**src/rtl/vga_pattern_gen_pkg.sv**
```systemverilog
// vga_pattern_gen_pkg
//   Shared SVGA timing and colour definitions, plus the types used by the
//   pattern generator and the box mover.
//   Macros: `H_ACTIVE/`V_ACTIVE (visible area), `MODE_* (pattern select codes),
//           `COL_* (3-bit colour index: bit2=R, bit1=G, bit0=B).
//   Package: pattern enum, box direction enums, rgb_t pixel struct and
//            idx2rgb() index-to-colour expansion.

`ifndef SVGA_DEFINES
`define SVGA_DEFINES
`define H_ACTIVE   800
`define V_ACTIVE   600
`define MODE_BARS  2'd0
`define MODE_CHECK 2'd1
`define MODE_BOX   2'd2
`define MODE_GRAD  2'd3
`define COL_BLACK  3'd0
`define COL_BLUE   3'd1
`define COL_GREEN  3'd2
`define COL_CYAN   3'd3
`define COL_RED    3'd4
`define COL_MAGENT 3'd5
`define COL_YELLOW 3'd6
`define COL_WHITE  3'd7
`endif

package vga_pattern_gen_pkg;

    localparam int H_ACT = `H_ACTIVE;
    localparam int V_ACT = `V_ACTIVE;

    localparam logic [2:0] CI_BLACK = `COL_BLACK;
    localparam logic [2:0] CI_WHITE = `COL_WHITE;

    typedef enum logic [1:0] {
        PAT_BARS  = `MODE_BARS,
        PAT_CHECK = `MODE_CHECK,
        PAT_BOX   = `MODE_BOX,
        PAT_GRAD  = `MODE_GRAD
    } pat_e;

    typedef enum logic { X_RIGHT = 1'b0, X_LEFT = 1'b1 } xdir_e;
    typedef enum logic { Y_DOWN  = 1'b0, Y_UP   = 1'b1 } ydir_e;

    typedef struct packed {
        logic [3:0] r;
        logic [3:0] g;
        logic [3:0] b;
    } rgb_t;

    // Each index bit drives one channel fully on or fully off.
    function automatic rgb_t idx2rgb(input logic [2:0] idx);
        rgb_t c;
        c.r = {4{idx[2]}};
        c.g = {4{idx[1]}};
        c.b = {4{idx[0]}};
        return c;
    endfunction

endpackage

```
**src/rtl/vga_pattern_gen_box.sv**
```systemverilog
// box_mover
//   Bouncing-box position and colour, advanced once per frame tick.
//   Two independent axis FSMs (RIGHT/LEFT on x, DOWN/UP on y) clamp the box
//   to the visible area and reverse on reaching either edge.
//   Ports: CLK, rst (sync, active high), tick (one-cycle frame strobe)
//          -> box_x, box_y (top-left corner), box_col (colour index, 1..7).

module box_mover
    import vga_pattern_gen_pkg::*;
#(
    parameter int BOX_SIZE = 32,
    parameter int STEP     = 2
) (
    input  logic       CLK,
    input  logic       rst,
    input  logic       tick,
    output logic [9:0] box_x,
    output logic [9:0] box_y,
    output logic [2:0] box_col
);

    // 11-bit arithmetic so box+STEP never wraps near the far edge.
    localparam logic [10:0] X_MAX  = 11'(H_ACT - BOX_SIZE);
    localparam logic [10:0] Y_MAX  = 11'(V_ACT - BOX_SIZE);
    localparam logic [10:0] STEP11 = 11'(STEP);

    xdir_e       x_state;
    ydir_e       y_state;
    logic [10:0] bx, by, x_nxt, y_nxt;
    logic        x_bnc, y_bnc;

    assign bx = {1'b0, box_x};
    assign by = {1'b0, box_y};

    always_comb begin
        x_bnc = 1'b0;
        x_nxt = bx;
        if (x_state == X_RIGHT) begin
            if (bx + STEP11 >= X_MAX) begin x_nxt = X_MAX; x_bnc = 1'b1; end
            else                             x_nxt = bx + STEP11;
        end else begin
            if (bx <= STEP11) begin x_nxt = '0; x_bnc = 1'b1; end
            else                   x_nxt = bx - STEP11;
        end
    end

    always_comb begin
        y_bnc = 1'b0;
        y_nxt = by;
        if (y_state == Y_DOWN) begin
            if (by + STEP11 >= Y_MAX) begin y_nxt = Y_MAX; y_bnc = 1'b1; end
            else                             y_nxt = by + STEP11;
        end else begin
            if (by <= STEP11) begin y_nxt = '0; y_bnc = 1'b1; end
            else                   y_nxt = by - STEP11;
        end
    end

    always_ff @(posedge CLK) begin
        if (rst) begin
            box_x   <= '0;
            box_y   <= '0;
            x_state <= X_RIGHT;
            y_state <= Y_DOWN;
            box_col <= 3'd1;
        end else if (tick) begin
            box_x <= x_nxt[9:0];
            box_y <= y_nxt[9:0];
            if (x_bnc) x_state <= (x_state == X_RIGHT) ? X_LEFT : X_RIGHT;
            if (y_bnc) y_state <= (y_state == Y_DOWN)  ? Y_UP   : Y_DOWN;
            // A corner hit counts as a single bounce; colour skips black.
            if (x_bnc || y_bnc)
                box_col <= (box_col == 3'd7) ? 3'd1 : box_col + 3'd1;
        end
    end

endmodule

```
**src/rtl/vga_pattern_gen.sv**
```systemverilog
// vga_pattern_gen
//   Pixel-colour stage behind the HV sync generator. Selects one of four
//   test patterns (bars, checker, bouncing box, gradient) and registers the
//   12-bit colour together with the sync pulses so they stay aligned.
//   Ports: CLK, rst (sync, active high); hPos/vPos/videoOn/HSYNC/VSYNC from
//          the timing generator; mode (pattern select, latched per frame)
//          -> R/G/B (4 bits each), HSYNC_out/VSYNC_out (1-cycle delayed).

module vga_pattern_gen
    import vga_pattern_gen_pkg::*;
#(
    parameter int BOX_SIZE = 32,
    parameter int STEP     = 2
) (
    input  logic       CLK,
    input  logic       rst,
    input  logic [9:0] hPos,
    input  logic [9:0] vPos,
    input  logic       videoOn,
    input  logic       HSYNC,
    input  logic       VSYNC,
    input  logic [1:0] mode,
    output logic [3:0] R,
    output logic [3:0] G,
    output logic [3:0] B,
    output logic       HSYNC_out,
    output logic       VSYNC_out
);

    localparam logic [10:0] BSZ = 11'(BOX_SIZE);

    logic       vs_prev, tick;
    pat_e       mode_q;
    logic [7:0] frame_cnt;
    logic [9:0] box_x, box_y;
    logic [2:0] box_col;
    logic       in_box;
    rgb_t       pix;

    // Frame tick on VSYNC falling edge; vs_prev clears on reset so the
    // first cycle out of reset can never tick.
    assign tick = vs_prev & ~VSYNC;

    box_mover #(.BOX_SIZE(BOX_SIZE), .STEP(STEP)) u_box (
        .CLK     (CLK),
        .rst     (rst),
        .tick    (tick),
        .box_x   (box_x),
        .box_y   (box_y),
        .box_col (box_col)
    );

    assign in_box = ({1'b0, hPos} >= {1'b0, box_x}) && ({1'b0, hPos} < {1'b0, box_x} + BSZ) &&
                    ({1'b0, vPos} >= {1'b0, box_y}) && ({1'b0, vPos} < {1'b0, box_y} + BSZ);

    always_comb begin
        pix = '0;
        if (videoOn) begin
            unique case (mode_q)
                PAT_BARS:  pix = idx2rgb(hPos[9:7]);
                PAT_CHECK: pix = idx2rgb((hPos[5] ^ vPos[5]) ? CI_WHITE : CI_BLACK);
                PAT_BOX:   pix = idx2rgb(in_box ? box_col : CI_BLACK);
                PAT_GRAD:  begin
                    pix.r = frame_cnt[7:4];
                    pix.g = hPos[7:4];
                    pix.b = vPos[7:4];
                end
            endcase
        end
    end

    always_ff @(posedge CLK) begin
        if (rst) begin
            vs_prev   <= 1'b0;
            mode_q    <= PAT_BARS;
            frame_cnt <= '0;
            R         <= '0;
            G         <= '0;
            B         <= '0;
            HSYNC_out <= 1'b0;
            VSYNC_out <= 1'b0;
        end else begin
            vs_prev   <= VSYNC;
            R         <= pix.r;
            G         <= pix.g;
            B         <= pix.b;
            HSYNC_out <= HSYNC;
            VSYNC_out <= VSYNC;
            // Mode only changes at frame boundaries so a frame is never mixed.
            if (tick) begin
                mode_q    <= pat_e'(mode);
                frame_cnt <= frame_cnt + 8'd1;
            end
        end
    end

endmodule

```
**config.mk**
```make
export PLATFORM = sky130hd
export DESIGN_NAME = vga_pattern_gen
export DESIGN_NICKNAME = d
export VERILOG_FILES = /design/src/rtl/vga_pattern_gen_pkg.sv /design/src/rtl/vga_pattern_gen_box.sv /design/src/rtl/vga_pattern_gen.sv
export SDC_FILE = /design/constraint.sdc
export NUM_CORES = 1
export LEC_CHECK = 0
export ABC_AREA = 1
export CAP_MARGIN = 5
export CORE_MARGIN = 2
export CORE_UTILIZATION = 30
export CTS_CLUSTER_DIAMETER = 100
export DETAILED_ROUTE_END_ITERATION = 7
export HOLD_SLACK_MARGIN = 0.08
export PLACE_DENSITY = 0.58
export SYNTH_ARGS = -nofsm -noshare
export SYNTH_HDL_FRONTEND = slang
export SYNTH_SLANG_ARGS = --single-unit
```
**constraint.sdc**
```tcl
create_clock -name CLK -period 1.9 [get_ports CLK]
set_clock_uncertainty 0.05 [all_clocks]
set_input_delay 0.19 -clock CLK [delete_from_list [all_inputs] [get_ports CLK]]
set_output_delay 0.19 -clock CLK [all_outputs]
set_load 0.05 [all_outputs]
```
After elaboration in Yosys (flattened, before gate mapping)
Cells that the tools add are included.
W data, S select, Z words.
Cells by class
  add/subtract/negate cells: 8
  magnitude comparators: 8
  equal/unequal tests: 4
  mux-type cells: 18
  bitwise logic cells: 4
  reduce and logical (&&, ||, !) cells: 9
Operator list (count)
  $mux W10: 6
  $pmux W12 S4: 1
  $add A10 B2 Y11 const B: 2
  $add A10 B6 Y11 const B: 2
  $ge A11 B10 Y1 const B: 2
  $lt A10 B11 Y1: 2
  $ge A10 B10 Y1: 2
  $le A10 B2 Y1 const B: 2
  $sub A10 B2 Y10 const B: 2
  $mux W3: 3
  $add A8 B1 Y8 const B: 1
  $mux W1: 8
  $reduce_and A2 Y1: 3
  $eq A2 B2 Y1 const B: 2
  $add A3 B1 Y3 const B: 1
  $eq A3 B3 Y1 const B: 1
  $logic_and A1 B1 Y1: 3
  $eq A2 B1 Y1 const B: 1
  $logic_not A2 Y1: 1
  $not A1 Y1: 2
  $reduce_or A2 Y1: 1
  $and A1 B1 Y1: 1
  $logic_or A1 B1 Y1: 1
  $xor A1 B1 Y1: 1
Word-level totals
  register bits after elaboration: 49
  output and inout bits: 14
  logic and storage cells: 63

Longest topological paths before layout
  depth after elaboration: 7
  depth in mapped cells: 16

By module
From an unflattened synthesis, not the netlist that was laid out.
Unflattened totals
  cells, all modules: 629
  area total of the unflattened synthesis: 4060.1 um^2
By module, submodules not included
  vga_pattern_gen: instances 1, cells each 340, area an instance 2174.6 um^2, seq. area each 480.5 um^2
  box_mover: instances 1, cells each 289, area an instance 1885.6 um^2, seq. area each 460.4 um^2

Worst setup path before layout
OpenSTA, ideal clock, no wires.
  path type: flip-flop to flip-flop
  from: reg u_box.box_x[5]
  to: reg B[0]
  library setup time: 0.110 ns
  data arrival time: 1.943 ns
  data required time: 1.740 ns
  path slack: -0.202 ns
  cell stages (with the launch flop): 17
  period minus slack after synthesis: 2.102 ns
  cells stage by stage: dfxtp_1 > inv_2 > ha_1 > inv_1 > ha_1 > inv_1 > nor2_1 > inv_1 > o21a_1 > o21ai_0 > nand2_1 > nand2_1 > nor2_2 > nand3_1 > nand3_1 > nand2_1 > inv_1
Between the ends
  word-level cells in the longest chain between the ends: 7
  elaborated cells between the ends (all ways): 8
Ends and longest elaborated chain
  start, declared: RTL line vga_pattern_gen_box.sv:17  | output logic [9:0] box_x,
  start signal, assigned: RTL line vga_pattern_gen_box.sv:67  | box_x <= x_nxt[9:0];
  $add A10 B6 Y11: RTL line vga_pattern_gen.sv:53  | assign in_box = ({1'b0, hPos} >= {1'b0, box_x}) && ({1'b0, hPos} < {1'b0, box_x} + BSZ) &&
  $lt A10 B11 Y1: RTL line vga_pattern_gen.sv:53
  $logic_and A1 B1 Y1 (*) (2 in a row): RTL line vga_pattern_gen.sv:53
  $logic_and A1 B1 Y1 (*): RTL line vga_pattern_gen.sv:54  | ({1'b0, vPos} >= {1'b0, box_y}) && ({1'b0, vPos} < {1'b0, box_y} + BSZ);
  $mux W3 (*): RTL line vga_pattern_gen.sv:62  | PAT_BOX: pix = idx2rgb(in_box ? box_col : CI_BLACK);
  $pmux W12 S4 (*): RTL line vga_pattern_gen.sv:59  | unique case (mode_q)
  end signal, assigned: RTL line vga_pattern_gen.sv:86  | B <= pix.b;
  end, declared: RTL line vga_pattern_gen.sv:25  | output logic [3:0] B,
Every way passes the cells marked *; elsewhere a longest branch is shown, timed or not.
A chain may end at the register's enable or synchronous reset.

Worst setup path in the final report
  from: reg u_box.box_x[5]
  to: reg B[2]
The elaborated chain is that of the path after synthesis.

==> metrics.txt <==
# TYPE chip_impl_metric gauge
chip_impl_metric{name="wirelength",unit="um"} 10800
chip_impl_metric{name="final_design_area_no_fill",unit="um^2"} 5400
chip_impl_metric{name="layout.area.seq",unit="um^2"} 972
chip_impl_metric{name="synth_edf_count",unit=""} 0
chip_impl_info{name="setup.worst_path.start_class",value="register"} 1
chip_impl_metric{name="die_y",unit="um"} 115
chip_impl_metric{name="drv_slew",unit=""} 0
chip_impl_metric{name="cap_viol_max_count",unit=""} 0
chip_impl_info{name="hold_path_class",value="primary input to register"} 1
chip_impl_metric{name="antenna_found_initial",unit=""} 0
chip_impl_metric{name="layout-drive-gt1-share",unit="%"} 26.7
chip_impl_info{name="yosys.area.top_type",value="dfxtp_1"} 1
chip_impl_metric{name="dpl_cell_area",unit="um^2"} 4890
chip_impl_info{name="most_common_cell_after_layout_fill_and_taps_aside",value="nand2_1"} 1
chip_impl_metric{name="cp_max_fo",unit=""} 4
chip_impl_metric{name="clock.fmax",unit="MHz"} 459
chip_impl_metric{name="worst_setup_hold_path_clk_slew",unit="ns"} 0.06
chip_impl_metric{name="aggregate_global_routing_overflow",unit=""} 0
chip_impl_metric{name="cts-buffers-inserted",unit=""} 5
chip_impl_metric{name="syn-num-nets",unit=""} 617
chip_impl_metric{name="drtAntennaViolNets",unit=""} 0
chip_impl_metric{name="synthesis.yosys.warnings",unit=""} 0
chip_impl_metric{name="crit_arrival",unit="ns"} 2.31
chip_impl_metric{name="routed-via-count",unit=""} 3939
chip_impl_metric{name="yosys.area_share.adder",unit="%"} 13.8
chip_impl_metric{name="place_congestion",unit=""} 0.879
chip_impl_metric{name="yosys.area_share.simple",unit="%"} 30.4
chip_impl_info{name="grt_setup_unrepaired",value="true"} 1
chip_impl_info{name="clockRootBuffer",value="clkbuf_16"} 1
chip_impl_metric{name="synthDominantCellAreaShare",unit="%"} 25.3
chip_impl_metric{name="pwr_density_cell",unit="nW/um^2"} 511
chip_impl_info{name="violations",value="negative setup slack"} 1
chip_impl_metric{name="drtPass1Iterations",unit=""} 5
chip_impl_metric{name="initial_utilization",unit="%"} 30.8
chip_impl_metric{name="post-route-util",unit="%"} 44.8
chip_impl_metric{name="num-nets-final",unit=""} 728
chip_impl_metric{name="avgSynthCellArea",unit="um^2"} 6.76
chip_impl_metric{name="fp.dieArea",unit="um^2"} 13300
chip_impl_metric{name="distinct_cell_type_count_of_the_synthesized_netlist",unit=""} 41
chip_impl_info{name="synth.area.top_cells",value="dfxtp_1 (25%), ha_1 (14%), nand2_1 (10%)"} 1
chip_impl_metric{name="cts_hold_buf",unit=""} 0
chip_impl_info{name="outcome",value="finished with violations"} 1
chip_impl_metric{name="synth_seq_area_share",unit="%"} 25.3
chip_impl_metric{name="dr.first_iter.drc_count",unit=""} 221
chip_impl_metric{name="period_share",unit="%"} 115
chip_impl_metric{name="cts-root-to-sink-buffers",unit=""} 2
chip_impl_metric{name="vdd_ir_drop_max",unit="uV"} 347
chip_impl_metric{name="area_growth",unit="%"} 45.6
chip_impl_metric{name="length_of_routed_met3_wiring",unit="um"} 484
chip_impl_metric{name="required",unit="ns"} 2.04
chip_impl_metric{name="drc_violations",unit=""} 0
chip_impl_metric{name="die_x",unit="um"} 115
chip_impl_metric{name="post-place-ws",unit="ns"} -0.339
chip_impl_metric{name="clk_latency",unit="ns"} 0.29
chip_impl_metric{name="grt_pass1_vias",unit=""} 3749
chip_impl_info{name="main_combinational_cell_family_by_area_after_synthesis",value="simple AND/OR/NAND/NOR gates"} 1
chip_impl_metric{name="finalHoldViolations",unit=""} 0
chip_impl_info{name="highest_count_cells_in_the_layout_ignoring_fill_and_taps",value="nand2_1 (95), buf_4 (77), inv_1 (70)"} 1
chip_impl_metric{name="final.min_clock_period",unit="ns"} 2.18
chip_impl_metric{name="globalRouteTotalUtil",unit="%"} 16.6
chip_impl_metric{name="leakagePower",unit="nW"} 2.53
chip_impl_metric{name="worst-slew-pin-transition",unit="ns"} 0.677
chip_impl_metric{name="grt_max_degree",unit=""} 24
chip_impl_metric{name="cts_max_level",unit=""} 2
chip_impl_metric{name="average_wire_per_cell_in_the_routed_design",unit="um"} 13.0
chip_impl_metric{name="synth_mux_area_share",unit="%"} 0
chip_impl_metric{name="place_hpwl",unit="um"} 8150
chip_impl_info{name="top_layer_used",value="met4"} 1
chip_impl_metric{name="synth-compound-area-share",unit="%"} 13.3
chip_impl_metric{name="synthXorXnorAreaFrac",unit="%"} 6.61
chip_impl_info{name="criticalPathCategory",value="register to register"} 1
chip_impl_metric{name="worst_slew_margin_rel",unit="%"} 54.7
chip_impl_metric{name="timing.final.setup_violations",unit=""} 12
chip_impl_info{name="cts_tree",value="yes"} 1
chip_impl_metric{name="fillerInstances",unit=""} 1188
chip_impl_metric{name="ys_seq_elements",unit=""} 47
chip_impl_metric{name="syn-instance-count",unit=""} 549
chip_impl_metric{name="postSynth.asyncResetShare",unit="%"} 0
chip_impl_metric{name="multiInputGateArea",unit="um^2"} 2710
chip_impl_metric{name="place.port_buffers",unit=""} 38
chip_impl_metric{name="met2_wirelength",unit="um"} 5190
chip_impl_metric{name="setup_ws",unit="ns"} -0.277
chip_impl_metric{name="grt_pass1_wl",unit="um"} 17600
chip_impl_metric{name="placement_rows",unit=""} 40
chip_impl_metric{name="number_of_clock_sinks",unit=""} 47
chip_impl_metric{name="number_of_primary_i_o_pins",unit=""} 41
chip_impl_info{name="dominantRegCellSynth",value="dfxtp_1"} 1
chip_impl_metric{name="netlist_area",unit="um^2"} 3710
chip_impl_metric{name="antenna_cells",unit=""} 0
chip_impl_metric{name="core_area",unit="um^2"} 12100
chip_impl_metric{name="routed_via_density",unit=""} 4.76
chip_impl_metric{name="wl_met1",unit="um"} 4960
chip_impl_info{name="worstSetupEndpointType",value="register"} 1
-- final cells by class --
type                            count  share of cell area [%]
Clock buffer                        6                    2.57
Clock inverter                      1                  0.0926
Inverter                           83                    5.97
Multi-Input combinational cell    403                    50.2
Sequential cell                    47                    18.0
Tap cell                          168                    3.89
Timing Repair Buffer              120                    19.3
-- cells by family after synthesis --
kind of cell / count (synthesis)
xor+xnor: 28
compound gates: 92
fa+ha+maj: 41
buf+inv: 99
flops: 47
simple gates: 242
-- sequential cells by signal, indices dropped and copies added, names as in the netlist --
name	flops
B	4
G	4
HSYNC_out	1
R	4
frame_cnt	8
mode_q	2
u_box.box_col	3
u_box.box_x	9
u_box.box_y	9
u_box.x_state	1
u_box.y_state	1
vs_prev	1
-- where the power goes --
part           leakage [nW]  internal (W)  switching (W)
clock network        0.0727      0.000515       0.000391
logic                  2.06      0.000353       0.000451
registers             0.390       0.00102      0.0000333
total                  2.53       0.00189       0.000876
-- final timing paths --
kind                                     start         to  slack [ns]  depth (start not counted)
worst max register to register  u_box.box_x[5]       B[2]       -0.28                         16
worst min-delay path                     HSYNC  HSYNC_out        0.37                          3
worst max-delay path            u_box.box_x[5]       B[2]       -0.28                         16
worst min register to register       mode_q[1]  mode_q[1]        0.42                          2
-- worst max-delay path, cell delays in order, from the launching register on --
cell and delay, ns:
dfxtp_4 0.41, inv_6 0.06, ha_4 0.25, inv_2 0.04
ha_4 0.26, inv_1 0.03, nor2_1 0.12, inv_1 0.05
o21a_1 0.17, o21ai_2 0.07, nand2_1 0.09, nand2_2 0.09
nor2_4 0.06, nand3_4 0.11, nand3_2 0.07, nand2_1 0.08
inv_1 0.04
-- cell usage after synthesis, types with 3 or more instances --
cell type / number
nor3_1: 7
nand3_2: 4
o21ai_0: 34
inv_2: 4
ha_1: 41
o21a_1: 3
dfxtp_1: 47
nand2_2: 4
xor2_1: 26
nand3_1: 50
a21oi_1: 42
clkinv_1: 3
nor2_1: 47
nor2_2: 4
nand2_1: 101
nand4_1: 12
clkbuf_1: 9
a31oi_1: 4
inv_1: 76
-- through the flow --
| stage | cells | setup TNS, ns | hold WS, ns | power [W] |
|---|---|---|---|---|
| final | 828 | -3.03 | 0.366 | 0.00276 |
| after global routing | 828 | -5.27 | 0.379 | 0.00292 |
| after CTS | 823 | -2.88 | 0.364 | 0.00276 |
| after detailed placement | 811 | -3.85 | 0.416 | 0.00181 |
| after global placement | 811 | -2.99 | 0.408 | 0.00179 |
| after floorplan | 549 | -0.666 | 0.219 | 0.00153 |
-- what timing repair did --
item / 4_1_cts / 5_1_grt
setup endpoints to repair: 13 / 28
pin swaps: 17 / 24
gates resized for setup: 27 / 45
buffers inserted: 5 / 7
-- metal layers --
| layer | vias up | GRT usage, % |
|---|---|---|
| met5 | - | 0 |
| met4 | 0 | 5.38 |
| met3 | 14 | 3.06 |
| met2 | 98 | 28.3 |
| met1 | 1814 | 21.2 |
| li1 | 2013 | - |
Note: power is estimated with default switching activity, not from simulation.
